## config.mk

```make
export PLATFORM = sky130hd
export DESIGN_NAME = fmul_pipe
export DESIGN_NICKNAME = d
export VERILOG_FILES = /design/src/rtl/fmul_pipe.sv
export SDC_FILE = /design/constraint.sdc
export NUM_CORES = 2
export LEC_CHECK = 0
export BUFFER_PORTS_ARGS = -buffer_cell sky130_fd_sc_hd__clkbuf_2
export CORE_MARGIN = 2
export CORE_UTILIZATION = 45
export CTS_CLUSTER_SIZE = 20
export DETAILED_ROUTE_END_ITERATION = 7
export MAX_ROUTING_LAYER = met4
export SETUP_SLACK_MARGIN = 0.15
export SKIP_CTS_REPAIR_TIMING = 1
export SLEW_MARGIN = 20
export SYNTH_ARGS = -nofsm -noshare
export SYNTH_HDL_FRONTEND = slang
export SYNTH_SLANG_ARGS = --single-unit
```

## constraint.sdc

```tcl
create_clock -name clk -period 7.4 [get_ports clk]
set_input_delay 0.74 -clock clk [delete_from_list [all_inputs] [get_ports clk]]
set_output_delay 0.74 -clock clk [all_outputs]
set_load 0.02 [all_outputs]
```

## src/rtl/fmul_pipe.sv

```systemverilog
// fmul_pipe: 3-stage pipelined IEEE-style multiplier with flush-to-zero and round-to-nearest-even.
// Define FMUL_PIPE_FLAGS_EN to add the flags[3:0] = {invalid, overflow, underflow, inexact} output.
module fmul_pipe #(
    parameter  int EXP_W = 8,
    parameter  int M_W   = 23,
    localparam int BIT_W = 1 + EXP_W + M_W
) (
    input  logic             clk,
    input  logic             rst_n,
    input  logic             in_valid,
    output logic             in_ready,
    input  logic [BIT_W-1:0] a_in,
    input  logic [BIT_W-1:0] b_in,
    output logic             out_valid,
    input  logic             out_ready,
    output logic [BIT_W-1:0] result
`ifdef FMUL_PIPE_FLAGS_EN
    ,
    output logic [3:0]       flags
`endif
);

    localparam int SIG_W     = M_W + 1;
    localparam int PROD_W    = 2 * SIG_W;
    localparam int XW        = EXP_W + 2;
    localparam int BIAS_I    = (1 << (EXP_W - 1)) - 1;
    localparam int EXP_MAX_I = (1 << EXP_W) - 1;

    localparam logic [BIT_W-1:0] QNAN = {1'b0, {EXP_W{1'b1}}, 1'b1, {(M_W-1){1'b0}}};

    logic stall;

    assign stall    = out_valid & ~out_ready;
    assign in_ready = ~stall;

    // ---------------- S1: unpack / classify / exponent add ----------------
    logic             a_sign, b_sign;
    logic [EXP_W-1:0] a_exp, b_exp;
    logic [M_W-1:0]   a_man, b_man;
    logic             a_nan, b_nan, a_inf, b_inf, a_zero, b_zero;
    logic             nan_c, inf_c, zero_c;
    logic [XW-1:0]    exp_sum_c;

    assign {a_sign, a_exp, a_man} = a_in;
    assign {b_sign, b_exp, b_man} = b_in;

    // Exponent zero covers both true zeros and subnormals, which are flushed.
    assign a_nan  = (&a_exp) & (|a_man);
    assign b_nan  = (&b_exp) & (|b_man);
    assign a_inf  = (&a_exp) & ~(|a_man);
    assign b_inf  = (&b_exp) & ~(|b_man);
    assign a_zero = ~(|a_exp);
    assign b_zero = ~(|b_exp);

    assign nan_c  = a_nan | b_nan | (a_inf & b_zero) | (b_inf & a_zero);
    assign inf_c  = (a_inf | b_inf) & ~nan_c;
    assign zero_c = (a_zero | b_zero) & ~nan_c & ~inf_c;

    assign exp_sum_c = XW'(a_exp) + XW'(b_exp) - XW'(BIAS_I);

    logic             s1_valid, s1_sign, s1_nan, s1_inf, s1_zero;
    logic [XW-1:0]    s1_exp;
    logic [SIG_W-1:0] s1_sig_a, s1_sig_b;

    // ---------------- S2: significand multiply ----------------
    logic              s2_valid, s2_sign, s2_nan, s2_inf, s2_zero;
    logic [XW-1:0]     s2_exp;
    logic [PROD_W-1:0] s2_prod;

`ifdef FMUL_PIPE_FLAGS_EN
    logic sub_c, s1_sub, s2_sub;
    assign sub_c = (a_zero & (|a_man)) | (b_zero & (|b_man));
`endif

    // Datapath registers carry no reset; the stage valid bits qualify them.
    always_ff @(posedge clk) begin
        if (!stall) begin
            s1_sign  <= a_sign ^ b_sign;
            s1_nan   <= nan_c;
            s1_inf   <= inf_c;
            s1_zero  <= zero_c;
            s1_exp   <= exp_sum_c;
            s1_sig_a <= {1'b1, a_man};
            s1_sig_b <= {1'b1, b_man};

            s2_sign  <= s1_sign;
            s2_nan   <= s1_nan;
            s2_inf   <= s1_inf;
            s2_zero  <= s1_zero;
            s2_exp   <= s1_exp;
            s2_prod  <= PROD_W'(s1_sig_a) * PROD_W'(s1_sig_b);
`ifdef FMUL_PIPE_FLAGS_EN
            s1_sub   <= sub_c;
            s2_sub   <= s1_sub;
`endif
        end
    end

    // ---------------- S3: normalise / round / pack ----------------
    logic              norm_c;
    logic [PROD_W-2:0] norm_p;
    logic [M_W-1:0]    man_c;
    logic              guard_c, sticky_c, round_up;
    logic [M_W:0]      man_rnd;
    logic [XW-1:0]     exp_fin;
    logic              ovf, ufl;
    logic [BIT_W-1:0]  res_c;

    // Product lies in [1,4); the bits below the leading one form the fraction.
    assign norm_c   = s2_prod[PROD_W-1];
    assign norm_p   = norm_c ? s2_prod[PROD_W-2:0] : {s2_prod[PROD_W-3:0], 1'b0};
    assign man_c    = norm_p[PROD_W-2 -: M_W];
    assign guard_c  = norm_p[PROD_W-2-M_W];
    assign sticky_c = |norm_p[PROD_W-3-M_W:0];
    assign round_up = guard_c & (sticky_c | man_c[0]);
    assign man_rnd  = {1'b0, man_c} + (M_W+1)'(round_up);

    // A rounding carry leaves the fraction all-zero, so only the exponent moves.
    assign exp_fin = s2_exp + XW'(norm_c) + XW'(man_rnd[M_W]);
    assign ufl     = exp_fin[XW-1] | (exp_fin == '0);
    assign ovf     = ~exp_fin[XW-1] & (exp_fin >= XW'(EXP_MAX_I));

    always_comb begin
        res_c = {s2_sign, exp_fin[EXP_W-1:0], man_rnd[M_W-1:0]};
        if (s2_nan)
            res_c = QNAN;
        else if (s2_inf)
            res_c = {s2_sign, {EXP_W{1'b1}}, {M_W{1'b0}}};
        else if (s2_zero)
            res_c = {s2_sign, {(EXP_W+M_W){1'b0}}};
        else if (ovf)
            res_c = {s2_sign, {EXP_W{1'b1}}, {M_W{1'b0}}};
        else if (ufl)
            res_c = {s2_sign, {(EXP_W+M_W){1'b0}}};
    end

`ifdef FMUL_PIPE_FLAGS_EN
    logic [3:0] flags_c;

    always_comb begin
        flags_c = 4'b0000;
        if (s2_nan)
            flags_c[3] = 1'b1;
        else if (!s2_inf && !s2_zero) begin
            flags_c[2] = ovf;
            flags_c[1] = ufl;
            flags_c[0] = guard_c | sticky_c | ovf | ufl;
        end
        if (s2_sub) begin
            flags_c[1] = 1'b1;
            flags_c[0] = 1'b1;
        end
    end
`endif

    // Control and output registers; everything holds during a stall.
    always_ff @(posedge clk or negedge rst_n) begin
        if (!rst_n) begin
            s1_valid  <= 1'b0;
            s2_valid  <= 1'b0;
            out_valid <= 1'b0;
            result    <= '0;
`ifdef FMUL_PIPE_FLAGS_EN
            flags     <= 4'b0000;
`endif
        end else if (!stall) begin
            s1_valid  <= in_valid;
            s2_valid  <= s1_valid;
            out_valid <= s2_valid;
            if (s2_valid) begin
                result <= res_c;
`ifdef FMUL_PIPE_FLAGS_EN
                flags  <= flags_c;
`endif
            end
        end
    end

endmodule
```

==> summary.md <==
| Metric | Value |
|---|---|
| Status | finished, final reports clean |
| Cell Area, Synth | 25,500 um2 |
| Initial antenna violation count | 1 |
| Top cell type's share of synthesized area | 37.9% |
| Fin crit share | 95.8% |
| Root buf cell | clkbuf_16 |
| Skew final | 0.0233 ns |
| Setup violators final | 0 |
| Max-cap viol count | 0 |
| 1st-iter DRT viols | 1,135 |
| Relative slew slack | 27.0% |
| Syn_nets | 3,366 |
| Yosys warning total | 0 |
| F_max | 141 MHz |
| Residual DRC | 0 |
| Prevailing post-synth register cell | edfxtp_1 |
| Vias in the first global route | 19.8k |
| Clock Pin Slew Worst Setup and Hold Paths | 0.07 ns |
| Worst skew pair latency | 0.49 ns |
| Routability-driven placement congestion ratio | 0.925 |
| Total number of vias | 18.4k |
| Largest net degree at the start of global routing | 74 |
| EDFF count, synth | 122 |
| Design area | 28,200 um2 |
| Minimum clock period | 7.09 ns |
| First-pass GRT wire length | 109,000 um |
| Nets | 3,495 |
| Layout area overhead | 10.4% |
| Clock Path Buffers | 2 |
| Unrepaired setup endpoints after global routing | yes |
| CP Capture Type | flip-flop |
| Global Route Usage Sum | 25.1% |
| Top-count cell post-synth | inv_1 |
| Clock Sink Count | 157 |
| Async S/R FF share, synth | 22.3% |
| CORE AREA | 56,300 um2 |
| Max Slew Vio Count | 0 |
| FF+latch count, synth | 157 |
| Drt pass-1 iters | 5 |
| Final Core Density | 50.1% |
| GRT Residual Overflow | 0 |
| Count of buffers from port buffering | 101 |
| Die W | 242 um |
| Die height | 242 um |
| Crit path DAT | 7.32 ns |
| Actual slew at the worst max-slew pin | 1.09 ns |
| Synthesized instance count | 2,624 |
| Dpl hpwl | 58,400 um |
| Largest area contributor in the netlist | fa_1 |
| Die area | 58,700 um2 |
| Share of cells above drive strength 1 | 10.5% |
| Drt total wl | 69,600 um |
| Post-DR wirelength/cell | 19.8 um |
| Htree depth | 4 |
| Setup_tns | 0 ns |
| Via density per instance | 5.21 |
| Startpoint type of the worst setup path | flip-flop |
| Syn Area/Cell | 9.73 um2 |
| Seq/Total Area, Yosys | 17.8% |
| Num CTS Buffers | 17 |
| Area contributors post-synth | fa_1 (38%), edfxtp_1 (14%), ha_1 (9.3%) |
| CTS tree | yes |
| Area after DPL | 27,300 um2 |
| Commonest cells post-synth | inv_1 (591), fa_1 (484), nand2_1 (315) |
| Final hold vios | 0 |
| Post-route ant nets | 0 |
| Site Rows | 87 |
| Num ports | 102 |
| Hold WC Path Type | primary input to async pin |
| Initial Utilization | 45.4% |
| Req. time, crit path | 7.63 ns |
| Synth unique cells | 77 |
| Critical path class | flip-flop to flip-flop |
| CP max FO | 15 |
worst paths after layout:
path                                    end          from  cells after the start  slack [ns]
worst min register to register    s2_exp[7]     s1_exp[7]                      0        0.41
max in group asynchronous         result[3]         rst_n                      1        6.50
worst min-delay path              out_valid         rst_n                      1        0.36
worst max register to register  s2_prod[42]  s1_sig_a[14]                     26        0.31
min in group clk                  s2_exp[7]     s1_exp[7]                      0        0.41
worst max-delay path            s2_prod[42]  s1_sig_a[14]                     26        0.31
routing by layer:
layer	vias to the layer above	global-route usage (%)	wire (um)
met5	-	-	0
met4	0	9.79	2750
met3	118	3.29	2980
met2	453	42.7	35500
met1	9512	30.5	28400
li1	8270	-	-
placed cells by master (no fill, tap or decap), types with 68 or more instances in the layout:
| cell | instances |
|---|---|
| buf_4 | 115 |
| nand2_1 | 315 |
| inv_1 | 590 |
| edfxtp_1 | 122 |
| a21oi_1 | 70 |
| nor2_1 | 68 |
| fa_1 | 484 |
| clkbuf_2 | 101 |
| ha_1 | 189 |
| and2_1 | 249 |
area by class of cell:
| type | instances | area, um2 |
|---|---|---|
| diodes | 1 | 2.50 |
| repair buffers | 223 | 1500 |
| well taps | 756 | 946 |
| fillers | 5242 | 28100 |
| inverters | 595 | 2240 |
| clock buffers | 17 | 425 |
| multi-input cells | 1759 | 18400 |
| clock inverters | 15 | 180 |
| flip-flops and latches | 157 | 4540 |
critical path, cell delays in order (launching register included):
cell and delay [ns]:
edfxtp_1 0.48, buf_4 0.22, buf_4 0.19, and2_1 0.17, fa_1 0.54, inv_1 0.05, fa_1 0.48, inv_1 0.05
fa_1 0.48, fa_1 0.59, fa_1 0.44, fa_1 0.49, inv_1 0.05, fa_1 0.50, inv_1 0.05, ha_1 0.28
buf_4 0.17, nand3_1 0.08, nor2_1 0.06, a2111oi_1 0.39, o31ai_1 0.16, a311oi_2 0.28, buf_4 0.19, a211oi_2 0.09
o21ai_1 0.15, nand2b_1 0.08, xor2_1 0.14
flip-flops by register name (all words and copies together), names as in the netlist, 10 cells and up:
| signal | cells |
|---|---|
| result | 32 |
| s1_exp | 10 |
| s1_sig_b | 23 |
| s2_exp | 10 |
| s2_prod | 48 |
| s1_sig_a | 23 |
through the flow:
stage | std cells | hold slack (ns) | worst slack [ns]
5_1_grt | 3523 | 0.412 | -0.0246
3_5_place_dp | 3464 | 0.405 | 0.105
3_3_place_gp | 3464 | 0.402 | 0.278
6_report | 3523 | 0.356 | 0.309
2_1_floorplan | 2624 | 0.400 | 0.733
4_1_cts | 3496 | 0.353 | 0.0951
cell families (layout without fill, tap and decap cells):
family	Yosys count	in the layout	share of synthesized area [%]
fa+ha+maj	674	674	47.2
other cells	0	1	0
mux	19	19	0.784
flops	157	157	17.8
compound gates	222	222	5.78
xor+xnor	86	86	2.95
buf+inv	708	850	10.5
simple gates	758	758	14.9
Power is left out: the tool's default activity adds up to more than one toggle a clock period on the data nets, which glitch-free logic cannot reach.
